==> src/rtl/button_conditioner_if.sv <==
// Bundle of raw button inputs and conditioned outputs shared between the
// button conditioner and its consumer.
interface button_conditioner_if;
  logic [5:0] btn_n;
  logic [5:0] btn_level;
  logic [5:0] btn_press;
  logic [5:0] btn_release;
  logic       any_press;

  modport master (
    output btn_n,
    input  btn_level, btn_press, btn_release, any_press
  );

  modport slave (
    input  btn_n,
    output btn_level, btn_press, btn_release, any_press
  );
endinterface

==> src/rtl/button_conditioner.sv <==
// Six independent synchronize-and-debounce channels for active-low buttons,
// producing a debounced level plus one-cycle press/release pulses.
module button_conditioner #(
  parameter int unsigned DEBOUNCE_CYCLES = 1_000_000
) (
  input  logic                 clk_50M,
  input  logic                 rst,
  button_conditioner_if.slave  bus
);

  localparam logic [23:0] LIMIT = 24'(DEBOUNCE_CYCLES - 1);

  logic [5:0]  sync1_q, sync2_q;
  logic [5:0]  sync_act;
  logic [23:0] cnt_q [6];
  logic [23:0] cnt_d [6];
  logic [5:0]  level_q, level_d;
  logic [5:0]  press_q, press_d;
  logic [5:0]  release_q, release_d;
  logic        any_q, any_d;

  assign sync_act = ~sync2_q;

  always_comb begin
    level_d = level_q;
    for (int unsigned i = 0; i < 6; i++) begin
      cnt_d[i] = cnt_q[i];
      if (sync_act[i] == level_q[i]) begin
        cnt_d[i] = '0;
      end else if (cnt_q[i] >= LIMIT) begin
        level_d[i] = ~level_q[i];
        cnt_d[i]   = '0;
      end else begin
        cnt_d[i] = cnt_q[i] + 24'd1;
      end
    end
    // Pulses derive from next-state level so they coincide with the level edge.
    press_d   = level_d & ~level_q;
    release_d = ~level_d & level_q;
    any_d     = |press_d;
  end

  always_ff @(posedge clk_50M) begin
    if (rst) begin
      sync1_q   <= '1;
      sync2_q   <= '1;
      level_q   <= '0;
      press_q   <= '0;
      release_q <= '0;
      any_q     <= 1'b0;
      for (int unsigned i = 0; i < 6; i++) cnt_q[i] <= '0;
    end else begin
      sync1_q   <= bus.btn_n;
      sync2_q   <= sync1_q;
      level_q   <= level_d;
      press_q   <= press_d;
      release_q <= release_d;
      any_q     <= any_d;
      for (int unsigned i = 0; i < 6; i++) cnt_q[i] <= cnt_d[i];
    end
  end

  assign bus.btn_level   = level_q;
  assign bus.btn_press   = press_q;
  assign bus.btn_release = release_q;
  assign bus.any_press   = any_q;

endmodule

==> src/flat_wrapper.sv <==
// flat-port wrapper written by rule: the top's interface ports become plain ports
module button_conditioner_flat 
#(
  parameter int unsigned DEBOUNCE_CYCLES = 1_000_000
)
  (clk_50M, rst, bus_btn_n, bus_btn_level, bus_btn_press, bus_btn_release, bus_any_press);
  button_conditioner_if bus_i ();
  input  logic clk_50M;
  input  logic rst;
  input wire logic [$bits(bus_i.btn_n)-1:0] bus_btn_n;
  output wire logic [$bits(bus_i.btn_level)-1:0] bus_btn_level;
  output wire logic [$bits(bus_i.btn_press)-1:0] bus_btn_press;
  output wire logic [$bits(bus_i.btn_release)-1:0] bus_btn_release;
  output wire logic [$bits(bus_i.any_press)-1:0] bus_any_press;
  assign bus_i.btn_n = bus_btn_n;
  assign bus_btn_level = bus_i.btn_level;
  assign bus_btn_press = bus_i.btn_press;
  assign bus_btn_release = bus_i.btn_release;
  assign bus_any_press = bus_i.any_press;
  button_conditioner #(.DEBOUNCE_CYCLES(DEBOUNCE_CYCLES)) u_core (.clk_50M(clk_50M), .rst(rst), .bus(bus_i));
endmodule
==> config.mk <==
export PLATFORM = sky130hd
export DESIGN_NAME = button_conditioner_flat
export DESIGN_NICKNAME = d
export VERILOG_FILES = /design/src/rtl/button_conditioner_if.sv /design/src/rtl/button_conditioner.sv /design/src/flat_wrapper.sv
export SDC_FILE = /design/constraint.sdc
export NUM_CORES = 1
export LEC_CHECK = 0
export CAP_MARGIN = 20
export CORE_UTILIZATION = 55
export CTS_CLUSTER_DIAMETER = 40
export DETAILED_ROUTE_END_ITERATION = 16
export PLACE_DENSITY = 0.73
export RECOVER_POWER = 100
export SLEW_MARGIN = 30
export SYNTH_ARGS = -nofsm -noshare
export SYNTH_HDL_FRONTEND = slang
export SYNTH_SLANG_ARGS = --single-unit
==> constraint.sdc <==
create_clock -name clk_50M -period 4.6 [get_ports clk_50M]
set_input_delay 1.15 -clock clk_50M [delete_from_list [all_inputs] [get_ports clk_50M]]
set_output_delay 1.15 -clock clk_50M [all_outputs]
set_load 0.02 [all_outputs]
==> results of run 1 <==
==> cell type report <==
cell class / instances / area [um2]
inverters: 4 / 15.0
clock buffers: 20 / 457
flip-flops and latches: 175 / 3500
fillers: 987 / 4160
clock inverters: 10 / 186
multi-input cells: 555 / 3240
well taps: 147 / 184
repair buffers: 27 / 264
==> routing by layer <==
metal | global-route usage (%) | up-vias | part of all wire [%]
li1 | - | 2554 | -
met1 | 24.7 | 2272 | 47
met2 | 33.3 | 72 | 48
met3 | 5.57 | 16 | 3.3
met4 | 7.54 | 0 | 1.7
met5 | 0 | - | 0
==> per-stage QoR <==
step | cell area, um2 | instances
3_3_place_gp | 7260 | 908
4_1_cts | 7910 | 938
5_1_grt | 7850 | 938
2_1_floorplan | 6890 | 749
6_report | 7850 | 938
3_5_place_dp | 7260 | 908
==> kinds of logic (layout without fill, tap and decap cells) <==
kind of cell / after synthesis / count (layout)
flops: 175 / 175
buf+inv: 19 / 61
other cells: 1 / 24
compound gates: 55 / 55
xor+xnor: 96 / 96
fa+ha+maj: 6 / 6
simple gates: 374 / 374
==> where the power goes <==
group / internal, mW / switching (mW)
registers: 1.54 / 0.00691
clock network: 0.986 / 0.557
logic: 0.0215 / 0.0269
total: 2.54 / 0.591
==> worst max-delay path by stage <==
stage / start / endpoint / slack (ps) / depth (start not counted)
floorplan: rst / u_core.bus.btn_release[2]$_SDFF_PP0_ / 2450 / 4
global placement: rst / u_core.cnt_q[0][133]$_SDFF_PP0_ / 1720 / 5
detailed placement: rst / u_core.cnt_q[0][3]$_SDFF_PP0_ / 1620 / 5
CTS: u_core.bus.btn_level[4]$_SDFF_PP0_ / bus_btn_level[4] / 1970 / 1
global route: u_core.cnt_q[0][72]$_SDFF_PP0_ / u_core.cnt_q[0][78]$_SDFF_PP0_ / 1240 / 6
finish: rst / u_core.cnt_q[0][7]$_SDFF_PP0_ / 1500 / 5
==> cells in the final DEF (no fill, tap or decap), types with 5 or more instances in the layout <==
cell type        Yosys  final
xor2_1              57     57
nand4_1             19     19
nor4_1               6      6
dlygate4sd3_1        0     20
bufinv_16            0      5
nor3_1              21     22
clkdlybuf4s50_1      0      6
dfxtp_1            175    175
nand2_1             46     52
ha_1                 6      6
o21ai_0              9      9
clkbuf_16            0     17
conb_1               1     24
nand3_1             42     42
a211oi_1             4      6
or2_2               18     18
nor2_1             142    142
or4_1                7      7
and3b_1              5      5
or3_1                6      6
nor2_2               9      9
and4_1               6      7
and3_1              28     28
xnor2_1             39     39
a21oi_1             23     23
==> worst reg2reg max path, delay by kind of cell, from the launching register on <==
family | cells | cell delay [ps]
AO/OA/AOI/OAI | 3 | 1530
AND/OR/NAND/NOR | 2 | 900
adder cells (fa/ha/maj) | 1 | 250
flip-flops | 1 | 330
==> registers in the layout, indices dropped and copies added (netlist names) <==
signal	cells
u_core.bus.btn_press	6
u_core.bus.any_press	1
u_core.sync1_q	6
u_core.bus.btn_release	6
u_core.cnt_q	144
u_core.bus.btn_level	6
u_core.sync2_q	6
==> impl_metrics.tcl, run 1 <==
set metrics [dict create \
    synth_warnings 0 \
    synthMuxAreaShare_pct 0 \
    critical_path.top_delay_family "buffers and inverters" \
    p_leak_nw 2.76 \
    avgSynthCellArea_um2 9.37 \
    cts_resized 0 \
    synth_top_family_by_area "simple AND/OR/NAND/NOR gates" \
    yosysMostFrequentCell "dfxtp_1" \
    finalPower_mw 3.13 \
    drive_gt1_share_pct 8.47 \
    setup_tns_ps 0 \
    cts_hold_buf 0 \
    relSlewSlack_pct 38.4 \
    ys_ff_latch 175 \
    firstDrtPassIters 4 \
    fin_crit_ps 3100 \
    portBuffers 26 \
    hold_slack_ps 409 \
    powerDensity_nw_per_um2 399 \
    via_per_inst 5.24 \
    rr_worst_depth 6 \
    setup_slack_ps 1500 \
    worst-path-buf-inv 2 \
    dpl.hpwl_um 8060 \
    overflow 0 \
    place_congestion 0.793 \
    synth_compound_area_share_pct 5.94 \
    worstPathMaxFanout 20 \
    cts_setup_buffers 0 \
    finClkSkew_ps 7.88 \
    die_x_um 113 \
    final-max-slew-violation-count 0 \
    status "complete, no violations" \
    synth-async-reset-ratio_pct 0 \
    worst_pin_slew_ps 919 \
    worstPathRequired_ps 4880 \
    htreeDepth 4 \
    cp_cell_sequence "dlygate4sd3_1 -> clkbuf_1 -> a21oi_1 -> nand2_1 -> nor2_1" \
    regToRegStartpoint "u_core.cnt_q[0][24]$_SDFF_PP0_" \
    fin_crit_sh_pct 67.4 \
    crit_type "in -> reg" \
    final-hold-violation-count 0 \
    final_antenna_net_count 0 \
    clock-sinks 175 \
    synth_adder_area_share_pct 1.10 \
    postLayoutCoreUtil_pct 65.3 \
    synth_simple_gate_area_share_pct 27.7 \
    synth.top_cells.by_area "dfxtp_1 51%, nor2_1 7.8%, xor2_1 7.3%, xnor2_1 5.0%, nand3_1 3.1%" \
    cpPeakStageDelay_ps 930 \
    synthXorXnorAreaFrac_pct 12.4 \
    core_area_um2 12000 \
    cts_tree "built" \
    io-pin-count 27 \
    synthesis.area_um2 6810 \
    grt_pass1_vias 4598 \
    diodes 0 \
    worstHoldEndpoint "u_core.sync2_q[2]$_SDFF_PP1_" \
    drc 0 \
    final_nets 794 \
    pre_cts_ws_ps 1620 \
    min_from "u_core.sync1_q[2]$_SDFF_PP1_" \
    rsz0062_at_grt "no" \
    crit_path_top_delay_cell "dlygate4sd3_1" \
    area_growth_pct 15.3 \
    synth_edf_count 0 \
    path_clk_slew_ps 60 \
    rows 40 \
    synth_cell_types 46 \
    wl_per_cell_um 12.4 \
    cts_buffer_depth 2 \
    syn_inst 726 \
    cts_root_buf "clkbuf_16" \
    initial_core_util_pct 56.7 \
    grt_pass1_wl_um 20400 \
    synth-main-ff-cell "dfxtp_1" \
    crit_arrival_ps 3370 \
    crit_path_start_kind "primary input" \
    routed_wl_um 11600 \
    insertion_delay_ps 420 \
    holdCritPathClass "reg -> reg" \
    synth_top_area_cell "dfxtp_1" \
    die_area_um2 12800 \
    grt_start_max_net_pins 21 \
    die_h_um 113 \
    r2r_end "u_core.cnt_q[0][43]$_SDFF_PP0_" \
    max_cap_viol_count 0 \
    grt_util_all_layers_pct 20.0 \
    regToRegSetupSlack_ps 1550 \
    finalSetupViolCount 0 \
    fmax_ghz 0.323 \
    endpoint_kind "flop" \
    vias 4914 \
    seq_area_frac_synth_pct 51.5 \
    vdd_ir_drop_max_mv 0.350 \
    antenna_found_initial 0 \
    synth_top_cell_area_share_pct 51.5 \
    synth_top_cells_by_count "175 x dfxtp_1, 142 x nor2_1, 57 x xor2_1, 46 x nand2_1, 42 x nand3_1" \
    numCtsBuffers 17 \
    hold_depth 1 \
    drtIter0Drc 216 \
]
Note: power is estimated with default switching activity, not from simulation.
==> run 2, diff against run 1 <==
--- a/config.mk
+++ b/config.mk
@@ -6,10 +6,10 @@
 export NUM_CORES = 1
 export LEC_CHECK = 0
 export CAP_MARGIN = 20
-export CORE_UTILIZATION = 55
+export CORE_UTILIZATION = 54
 export CTS_CLUSTER_DIAMETER = 40
 export DETAILED_ROUTE_END_ITERATION = 16
-export PLACE_DENSITY = 0.73
+export PLACE_DENSITY = 0.75
 export RECOVER_POWER = 100
 export SLEW_MARGIN = 30
 export SYNTH_ARGS = -nofsm -noshare
==> constraint.sdc (replaced) <==
create_clock -name clk_50M -period 2.7 [get_ports clk_50M]
set_input_delay 0.675 -clock clk_50M [delete_from_list [all_inputs] [get_ports clk_50M]]
set_output_delay 0.675 -clock clk_50M [all_outputs]
set_load 0.02 [all_outputs]
==> run 2 against run 1 <==
  * Cell count increased by 2.5%
  * First-iteration DRC count increased by 11%
  * Clock skew about the same
  * Sequential share of layout area decreased by 0.25 points
  * Largest power group unchanged
==> impl_metrics.tcl, run 2 (synthesized netlist as in run 1, its figures left out) <==
set metrics [dict create \
    status "complete, no violations" \
    grt_pass1_vias 4681 \
    drtIter0Drc 239 \
    grt_util_all_layers_pct 20.4 \
    cts_buffer_depth 2 \
    clock-sinks 175 \
    holdCritPathClass "reg -> reg" \
    htreeDepth 4 \
    regMostFlops "u_core.cnt_q" \
    final-hold-violation-count 0 \
    io-pin-count 27 \
    place_congestion 0.782 \
    finalPower_mw 5.26 \
    cts_root_buf "clkbuf_16" \
    worst_pin_slew_ps 651 \
    firstDrtPassIters 6 \
    finClkSkew_ps 7.51 \
    drc 0 \
    initial_core_util_pct 56.0 \
    wl_per_cell_um 12.6 \
    die_area_um2 13100 \
    diodes 0 \
    vias 4935 \
    fin_crit_ps 2280 \
    worstPathRequired_ps 3060 \
    rows 40 \
    cts_setup_buffers 0 \
    crit_path_top_delay_cell "nand2_1" \
    worst-path-buf-inv 0 \
    fmax_ghz 0.439 \
    path_clk_slew_ps 60 \
    cpPeakStageDelay_ps 440 \
    final_cell_mix "175 x dfxtp_1, 144 x nor2_1, 57 x xor2_1, 50 x nand2_1, 42 x nand3_1" \
    powerDensity_nw_per_um2 666 \
    final-max-slew-violation-count 0 \
    setup_tns_ps 0 \
    fin_crit_sh_pct 84.4 \
    multi_input_area_um2 3260 \
    die_h_um 114 \
    finalInstanceArea_um2 7890 \
    routed_wl_um 12100 \
    fill_cells 1011 \
    cp_cell_sequence "ha_1 -> and4_1 -> a211o_1 -> a211oi_4 -> nand2_1 -> nor2_1" \
    cts_hold_buf 0 \
    finalSetupViolCount 0 \
    numCtsBuffers 17 \
    grt_start_max_net_pins 38 \
    area_growth_pct 16.0 \
    portBuffers 26 \
    cts_tree "built" \
    power.switching_mw 1.06 \
    crit_path_start_kind "flop" \
    postLayoutCoreUtil_pct 64.9 \
    rsz0062_at_grt "no" \
    overflow 0 \
    dpl_cell_area_um2 7300 \
    grt_pass1_wl_um 20700 \
    core_area_um2 12200 \
    antenna_found_initial 0 \
    critical_path.top_delay_family "simple AND/OR/NAND/NOR gates" \
    cts_resized 0 \
    largest_reg_flops 144 \
    final_nets 794 \
    via_per_inst 5.14 \
    pwr-share-comb_pct 1.7 \
    dpl.hpwl_um 8370 \
    p_sw_share_pct 20.2 \
    crit_type "reg -> reg" \
    final_antenna_net_count 0 \
    endpoint_kind "flop" \
    p_int_mw 4.20 \
    drive_gt1_share_pct 9.08 \
    p_clk_share_pct 48.3 \
    vdd_ir_drop_max_mv 0.587 \
    die_x_um 114 \
    insertion_delay_ps 430 \
    relSlewSlack_pct 56.2 \
    worstPathMaxFanout 19 \
    final_common_cell "dfxtp_1" \
    sequentialPowerShare_pct 50.0 \
    p_leak_nw 2.76 \
    max_cap_viol_count 0 \
    crit_arrival_ps 2640 \
    regArea_um2 3500 \
]
[run 2: per-layer routing]
| layer | global-route usage (%) | vias to the layer above | part of all wire, % |
|---|---|---|---|
| met3 | 6.67 | 21 | 3.1 |
| met1 | 23.0 | 2307 | 45 |
| met5 | 0 | - | 0 |
| met2 | 35.3 | 56 | 50 |
| met4 | 8.57 | 0 | 1.7 |
| li1 | - | 2551 | - |
[run 2: worst paths after layout]
check	startpoint	to	slack, ps	depth (start not counted)
worst max-delay path	u_core.cnt_q[0][0]$_SDFF_PP0_	u_core.cnt_q[0][8]$_SDFF_PP0_	420	6
worst min-delay path	u_core.sync1_q[5]$_SDFF_PP1_	u_core.sync2_q[5]$_SDFF_PP1_	410	1
worst max register to register	u_core.cnt_q[0][0]$_SDFF_PP0_	u_core.cnt_q[0][8]$_SDFF_PP0_	420	6
worst min register to register	u_core.sync1_q[5]$_SDFF_PP1_	u_core.sync2_q[5]$_SDFF_PP1_	410	1
[run 2: stage by stage]
stage                     setup slack (ps)  hold WS, ps  instances
after floorplan                        748          389        749
after global placement                 578          392        929
after detailed placement               508          394        929
after CTS                              485          409        961
after global routing                   277          411        961
final                                  420          406        961
[run 2: cell type report]
type,instances,area share (%)
clock buffer,21,5.96
clock inverter,11,1.95
inverter,4,0.190
multi-input combinational,555,41.3
sequential,175,44.4
tap,168,2.66
timing repair buffer,27,3.55
[run 2: power groups by stage]
stage / logic, mW / registers, mW / clock network, mW
floorplan: 0.0443 / 2.69 / 0
global placement: 0.0912 / 2.69 / 0
detailed placement: 0.0922 / 2.69 / 0
CTS: 0.0926 / 2.63 / 2.59
global route: 0.0985 / 2.63 / 2.71
finish: 0.0881 / 2.63 / 2.54
[run 2: worst register-to-register path: cells and delay by family (launching register included)]
family                   cells  cell delay, ps
adder cells (fa/ha/maj)      1             240
flip-flops                   1             340
AO/OA/AOI/OAI                2             680
AND/OR/NAND/NOR              3             950
